[config.mk]
export PLATFORM = sky130hd
export DESIGN_NAME = tl45_lsu
export DESIGN_NICKNAME = d
export VERILOG_FILES = /design/src/rtl/tl45_lsu.sv
export SDC_FILE = /design/constraint.sdc
export NUM_CORES = 1
export LEC_CHECK = 0
export BUFFER_PORTS_ARGS = -buffer_cell sky130_fd_sc_hd__buf_2
export CORE_MARGIN = 4
export CORE_UTILIZATION = 45
export CTS_BUF_LIST = sky130_fd_sc_hd__clkbuf_4 sky130_fd_sc_hd__clkbuf_8 sky130_fd_sc_hd__clkbuf_16
export DETAILED_ROUTE_END_ITERATION = 10
export PLACE_DENSITY_LB_ADDON = 0.08
export SETUP_SLACK_MARGIN = 0.4
export SYNTH_ARGS = -nofsm -noshare
export SYNTH_HDL_FRONTEND = slang
export SYNTH_SLANG_ARGS = --single-unit
[constraint.sdc]
create_clock -name i_clk -period 7 [get_ports i_clk]
set_input_delay 1.4 -clock i_clk [delete_from_list [all_inputs] [get_ports i_clk]]
set_output_delay 1.4 -clock i_clk [all_outputs]
set_load 0.01 [all_outputs]
[src/rtl/tl45_lsu.sv]
// tl45_lsu: single-outstanding load/store unit that turns core memory requests
// into classic pipelined Wishbone cycles and returns one tagged response each.
module tl45_lsu #(
   parameter int          AW      = 30,
   parameter int          DW      = 32,
   parameter int          TIMEOUT = 255,
   parameter logic [31:0] ERR_VAL = 32'h1337_1337,
   localparam int         SW      = DW / 8,
   localparam int         OB      = $clog2(DW / 8)
) (
   input  logic              i_clk,
   input  logic              i_reset,
   input  logic              i_flush,
   input  logic              i_req_valid,
   output logic              o_req_ready,
   input  logic              i_req_we,
   input  logic [1:0]        i_req_size,
   input  logic              i_req_signed,
   input  logic [AW+OB-1:0]  i_req_addr,
   input  logic [DW-1:0]     i_req_wdata,
   input  logic [3:0]        i_req_dr,
   output logic              o_rsp_valid,
   input  logic              i_rsp_ready,
   output logic [3:0]        o_rsp_dr,
   output logic [DW-1:0]     o_rsp_data,
   output logic [1:0]        o_rsp_err,
   output logic              o_wb_cyc,
   output logic              o_wb_stb,
   output logic              o_wb_we,
   output logic [AW-1:0]     o_wb_addr,
   output logic [DW-1:0]     o_wb_data,
   output logic [SW-1:0]     o_wb_sel,
   input  logic              i_wb_ack,
   input  logic              i_wb_stall,
   input  logic              i_wb_err,
   input  logic [DW-1:0]     i_wb_data
);

   typedef enum logic [1:0] {IDLE = 2'd0, STROBE = 2'd1, WAIT_ACK = 2'd2, RESP = 2'd3} state_t;

   localparam logic [DW-1:0] ERR_DW   = DW'(ERR_VAL);
   localparam logic [15:0]   TMO_LAST = 16'(TIMEOUT - 1);

   function automatic logic [SW-1:0] lane_mask(input logic [1:0] size, input logic [OB-1:0] off);
      return SW'(((32'd1 << (32'd1 << size)) - 32'd1) << off);
   endfunction

   function automatic logic [DW-1:0] rep_data(input logic [1:0] size, input logic [DW-1:0] d);
      logic [DW-1:0] r;
      r = d;
      case (size)
         2'd0:    for (int i = 0; i < SW; i++)     r[8*i +: 8]   = d[7:0];
         2'd1:    for (int i = 0; i < SW / 2; i++) r[16*i +: 16] = d[15:0];
         2'd2:    for (int i = 0; i < SW / 4; i++) r[32*i +: 32] = d[31:0];
         default: r = d;
      endcase
      return r;
   endfunction

   function automatic logic [DW-1:0] load_ext(input logic [1:0] size, input logic sgn,
                                              input logic [OB-1:0] off, input logic [DW-1:0] d);
      logic [DW-1:0] sh;
      logic [DW-1:0] r;
      logic          ext;
      int            nbits;
      sh    = d >> {off, 3'b000};
      nbits = 8 * int'(32'd1 << size);
      case (size)
         2'd0:    ext = sh[7];
         2'd1:    ext = sh[15];
         2'd2:    ext = sh[31];
         default: ext = sh[DW-1];
      endcase
      ext = ext & sgn;
      for (int i = 0; i < DW; i++) r[i] = (i < nbits) ? sh[i] : ext;
      return r;
   endfunction

   state_t          state_r, state_s;
   logic [15:0]     tmo_cnt_r, tmo_cnt_s;
   logic            we_r, signed_r;
   logic [1:0]      size_r;
   logic [OB-1:0]   off_r;
   logic [3:0]      dr_r;

   logic            cyc_s, stb_s, wbwe_s, rsp_valid_s, req_ready_s;
   logic [AW-1:0]   wbaddr_s;
   logic [DW-1:0]   wbdata_s, rsp_data_s, end_data_s;
   logic [SW-1:0]   sel_s;
   logic [3:0]      rsp_dr_s;
   logic [1:0]      rsp_err_s, end_err_s;
   logic            accept_s, bad_req_s, busy_s, bus_ok_s, fin_s, end_s;

   assign accept_s = i_req_valid && o_req_ready && !i_flush;
   assign busy_s   = (state_r == STROBE) || (state_r == WAIT_ACK);
   // Acks/errs only count once the strobe has actually been taken by the slave.
   assign bus_ok_s = (state_r == WAIT_ACK) || ((state_r == STROBE) && !i_wb_stall);
   assign fin_s    = bus_ok_s && (i_wb_ack || i_wb_err);
   assign end_s    = busy_s && (fin_s || (tmo_cnt_r == TMO_LAST));

   // Size/alignment legality of the offered request.
   always_comb begin
      if (int'(i_req_size) > OB) begin
         bad_req_s = 1'b1;
      end else if ((int'(i_req_addr[OB-1:0]) & (int'(32'd1 << i_req_size) - 32'sd1)) != 32'sd0) begin
         bad_req_s = 1'b1;
      end else begin
         bad_req_s = 1'b0;
      end
   end

   // Response code and data for a bus cycle that ends this cycle.
   always_comb begin
      if (fin_s && i_wb_err) begin
         end_err_s  = 2'd1;
         end_data_s = ERR_DW;
      end else if (fin_s) begin
         end_err_s  = 2'd0;
         end_data_s = we_r ? {DW{1'b0}} : load_ext(size_r, signed_r, off_r, i_wb_data);
      end else begin
         end_err_s  = 2'd2;
         end_data_s = ERR_DW;
      end
   end

   // Next state and next values of all registered outputs.
   always_comb begin
      state_s     = state_r;
      tmo_cnt_s   = tmo_cnt_r;
      cyc_s       = o_wb_cyc;
      stb_s       = o_wb_stb;
      wbwe_s      = o_wb_we;
      wbaddr_s    = o_wb_addr;
      wbdata_s    = o_wb_data;
      sel_s       = o_wb_sel;
      rsp_valid_s = o_rsp_valid;
      rsp_dr_s    = o_rsp_dr;
      rsp_data_s  = o_rsp_data;
      rsp_err_s   = o_rsp_err;
      if (i_flush) begin
         state_s     = IDLE;
         cyc_s       = 1'b0;
         stb_s       = 1'b0;
         rsp_valid_s = 1'b0;
      end else begin
         case (state_r)
            IDLE: begin
               if (accept_s && bad_req_s) begin
                  state_s     = RESP;
                  rsp_valid_s = 1'b1;
                  rsp_err_s   = 2'd3;
                  rsp_data_s  = ERR_DW;
                  rsp_dr_s    = i_req_we ? 4'd0 : i_req_dr;
               end else if (accept_s) begin
                  state_s   = STROBE;
                  tmo_cnt_s = 16'd0;
                  cyc_s     = 1'b1;
                  stb_s     = 1'b1;
                  wbwe_s    = i_req_we;
                  wbaddr_s  = i_req_addr[AW+OB-1:OB];
                  wbdata_s  = rep_data(i_req_size, i_req_wdata);
                  sel_s     = lane_mask(i_req_size, i_req_addr[OB-1:0]);
               end else begin
                  state_s = IDLE;
               end
            end
            STROBE, WAIT_ACK: begin
               tmo_cnt_s = tmo_cnt_r + 16'd1;
               if (end_s) begin
                  state_s     = RESP;
                  cyc_s       = 1'b0;
                  stb_s       = 1'b0;
                  rsp_valid_s = 1'b1;
                  rsp_err_s   = end_err_s;
                  rsp_data_s  = end_data_s;
                  rsp_dr_s    = we_r ? 4'd0 : dr_r;
               end else if ((state_r == STROBE) && !i_wb_stall) begin
                  state_s = WAIT_ACK;
                  stb_s   = 1'b0;
               end else begin
                  state_s = state_r;
               end
            end
            RESP: begin
               if (i_rsp_ready) begin
                  state_s     = IDLE;
                  rsp_valid_s = 1'b0;
               end else begin
                  state_s = RESP;
               end
            end
            default: begin
               state_s = IDLE;
               cyc_s   = 1'b0;
               stb_s   = 1'b0;
            end
         endcase
      end
      req_ready_s = (state_s == IDLE);
   end

   // State, output and request-field registers.
   always_ff @(posedge i_clk) begin
      if (i_reset) begin
         state_r     <= IDLE;
         tmo_cnt_r   <= 16'd0;
         o_req_ready <= 1'b1;
         o_rsp_valid <= 1'b0;
         o_rsp_dr    <= 4'd0;
         o_rsp_data  <= {DW{1'b0}};
         o_rsp_err   <= 2'd0;
         o_wb_cyc    <= 1'b0;
         o_wb_stb    <= 1'b0;
         o_wb_we     <= 1'b0;
         o_wb_addr   <= {AW{1'b0}};
         o_wb_data   <= {DW{1'b0}};
         o_wb_sel    <= {SW{1'b0}};
         we_r        <= 1'b0;
         signed_r    <= 1'b0;
         size_r      <= 2'd0;
         off_r       <= {OB{1'b0}};
         dr_r        <= 4'd0;
      end else begin
         state_r     <= state_s;
         tmo_cnt_r   <= tmo_cnt_s;
         o_req_ready <= req_ready_s;
         o_rsp_valid <= rsp_valid_s;
         o_rsp_dr    <= rsp_dr_s;
         o_rsp_data  <= rsp_data_s;
         o_rsp_err   <= rsp_err_s;
         o_wb_cyc    <= cyc_s;
         o_wb_stb    <= stb_s;
         o_wb_we     <= wbwe_s;
         o_wb_addr   <= wbaddr_s;
         o_wb_data   <= wbdata_s;
         o_wb_sel    <= sel_s;
         if (accept_s) begin
            we_r     <= i_req_we;
            signed_r <= i_req_signed;
            size_r   <= i_req_size;
            off_r    <= i_req_addr[OB-1:0];
            dr_r     <= i_req_dr;
         end
      end
   end

endmodule

==> flow_metrics.tcl <==
set metrics [dict create \
    status "complete, no violations" \
    slew_violations 0 \
    die-width_um 128 \
    fin_ws_ns 2.66 \
    syn2layout_area_growth_pct 27.3 \
    fp.dieH_um 128 \
    powerDensity_mw_per_mm2 246 \
    rsz0062_at_grt "no" \
    rows 43 \
    yosys_register_bits 137 \
    critical_path.cell_chain "buf_2 -> or2_2 -> ha_1 -> nor2b_1 -> o21a_1 -> o32a_1 -> and2_1 -> o21ai_0" \
    synthesis.nets 923 \
    syn_area_mm2 0.00643 \
    viasPerCell 5.36 \
    grt_pass1_vias 5983 \
    cts_tree "built" \
    reg2reg_depth 7 \
    cts_buffers 17 \
    synth-seq-area-share_pct 42.7 \
    syn_inst 800 \
    timing.hold.ws_ns 0.450 \
    static-leakage-power_nw 3.44 \
    reg2reg_from "state_r[1]$_SDFF_PP0_" \
    postCtsHoldBufs 0 \
    setup_viol 0 \
    endpoint_kind "flop" \
    cap_violations 0 \
    clockBufferDepth 2 \
    peakVddDrop_v 0.000175 \
    pin_count 221 \
    avgSynthCellArea_um2 8.04 \
    startpoint_type "input port" \
    wl_per_cell_um 15.9 \
    start_util_pct 46.1 \
    worstPathRequired_ns 7.27 \
    hold_class "reg -> reg" \
    max_freq_mhz 230 \
    fin_skew_ns 0.00768 \
    dieArea_mm2 0.0163 \
    wirelength_um 18700 \
    crit_fanout 26 \
    detail_route.first_pass.iterations 7 \
    hold_viol 0 \
    io_buffers 220 \
    seqCellArea_mm2 0.00274 \
    min_to "o_wb_addr[29]$_SDFFE_PP0P_" \
    drc 0 \
    critical_path.slowest_cell "o32a_1" \
    root_buffer "clkbuf_16" \
    whs_path_depth 2 \
    grt_first_pass_wirelength_um 30400 \
    critPathArrivalTime_ns 4.62 \
    ys_warn_count 0 \
    hp-start "o_wb_addr[29]$_SDFFE_PP0P_" \
    cts.repair.resized 0 \
    cts_sinks 137 \
    core-area_mm2 0.0139 \
    nFillCells 1342 \
    fin_total_pwr_mw 2.02 \
    vias 6325 \
    multi_input_area_mm2 0.00342 \
    synthArstFlopShare_pct 0 \
    antenna_found_initial 1 \
    period_minus_slack_ns 4.34 \
    tightest_slew_ns 1.07 \
    synth_top_area_cell "dfxtp_1" \
    synthFlopType "dfxtp_1" \
    synth_edf_count 0 \
    relSlewSlack_pct 28.3 \
    period_share_pct 62.1 \
    postCtsSetupBuffers 0 \
    tns_ns 0 \
    drive_above_1_share_pct 26.9 \
    timing.rr.end "o_rsp_data[14]$_SDFFE_PP0P_" \
    gp_congestion 0.858 \
    slowest_delay_ns 0.86 \
    nets 1109 \
    grt_max_degree 75 \
    cts.reportedPaths.clkPinSlew_ns 0.06 \
    synthTopCellsByArea "dfxtp_1 43%, nand2_1 7.4%, a21oi_1 7.1%" \
    drtAntennaViolNets 0 \
    overflow 0 \
    gr-usage-all-layers_pct 23.2 \
    synth_top_area_share_pct 42.7 \
    drtIter0Drc 458 \
    ys_types 53 \
    hpwlAfterDp_um 13100 \
    dp_slack_ns 2.21 \
    critical_path_class "in -> reg" \
    rrSetupSlack_ns 3.84 \
    worstSkewPairLatency_ns 0.42 \
    h-tree-depth 4 \
]
[cells by family after synthesis]
logic type	count (synthesis)	synth area share, %
xor gates and xnor gates	10	1.36
DFF	137	42.7
muxes	36	5.84
and+or+nand+nor	334	24.7
adders and majority gates	12	2.32
AOI/OAI and AO/OA	199	18.7
buffers and inverters	72	4.34
[layer usage]
layer  global-route usage, %  vias to the layer above  part of all wire [%]
li1                        -                     3198                     -
met1                    30.2                     2883                    44
met2                    35.8                      221                    45
met3                    9.36                       23                   9.4
met4                    5.93                        0                   1.4
met5                       0                        -                     0
[flip-flops by register name, indices dropped and copies added (netlist names), 4 cells and up]
signal and cells:
dr_r 4, o_rsp_data 32, o_rsp_dr 4, o_wb_addr 30, o_wb_data 32, o_wb_sel 4, tmo_cnt_r 16
[worst max-delay path: cells and delay by family]
kind | cells | cell delay (ns)
and+or+nand+nor | 3 | 1.46
AOI/OAI and AO/OA | 3 | 1.23
buffers and inverters | 1 | 0.21
adders and majority gates | 1 | 0.30
[power by group]
group / leakage (nW) / internal [mW] / total, mW / switching (mW)
clock network: 0.287 / 0.540 / 0.887 / 0.348
logic: 2.04 / 0.114 / 0.289 / 0.175
registers: 1.11 / 0.817 / 0.840 / 0.0236
total: 3.44 / 1.47 / 2.02 / 0.546
[area by class of cell]
type | count | share of cell area [%]
antenna | 1 | 0.0306
clock buffer | 19 | 5.46
clock inverter | 13 | 1.79
inverter | 11 | 0.504
multi-input combinational | 591 | 41.7
sequential | 137 | 33.5
tap | 180 | 2.75
timing repair buffer | 228 | 14.2
[Yosys cell counts (all sizes together), types with 3 or more instances]
cell type  number
nor2           63
nand4          12
xor2            6
nand3          19
a21oi          91
o21ai          32
nor2b          12
clkbuf         55
buf             6
or4             3
nand2         127
dfxtp         137
and3            3
nor3           38
and4            3
a31oi           6
nand2b         20
nor3b          12
ha             11
a211oi         42
or3             8
a21boi          3
o31ai           4
or2             3
xnor2           4
inv            11
a2bb2oi         7
and2            3
mux2i          33
[stage by stage]
step	area [µm²]	instances	util (%)
6_report	8190	1180	58.7
5_1_grt	8190	1180	58.7
4_1_cts	8180	1179	58.7
3_5_place_dp	7590	1147	54.5
3_3_place_gp	7590	1147	54.5
2_1_floorplan	6430	800	-
[worst max-delay path by stage]
stage | startpoint | to | cells after the start
2_1_floorplan | i_req_size[0] | o_rsp_data[10]$_SDFFE_PP0P_ | 11
3_5_place_dp | i_req_size[0] | o_rsp_data[14]$_SDFFE_PP0P_ | 8
6_report | i_req_size[0] | o_rsp_data[14]$_SDFFE_PP0P_ | 8
5_1_grt | i_req_size[0] | o_rsp_data[3]$_SDFFE_PP0P_ | 8
3_3_place_gp | i_req_size[0] | o_rsp_data[13]$_SDFFE_PP0P_ | 8
4_1_cts | i_req_size[0] | o_rsp_data[14]$_SDFFE_PP0P_ | 8
[placed cells by master (no fill, tap or decap), types with 3 or more instances in the layout]
cell / instances
and2_1: 3
a2bb2oi_1: 7
a31oi_1: 6
nand4_1: 12
o31ai_1: 4
a21boi_0: 3
nand2b_1: 20
mux2i_1: 33
and3_1: 3
a211oi_1: 42
or3_1: 8
nor2b_1: 12
nor2_1: 63
inv_1: 11
or2_2: 3
buf_4: 9
and4_1: 3
clkinv_4: 6
xnor2_1: 4
xor2_1: 6
nand3_1: 19
clkbuf_16: 17
ha_1: 11
a21oi_1: 91
nand2_1: 127
buf_2: 219
nor3_1: 38
dfxtp_1: 137
nor3b_1: 12
o21ai_0: 32
Power figures use the tool's default switching activity.
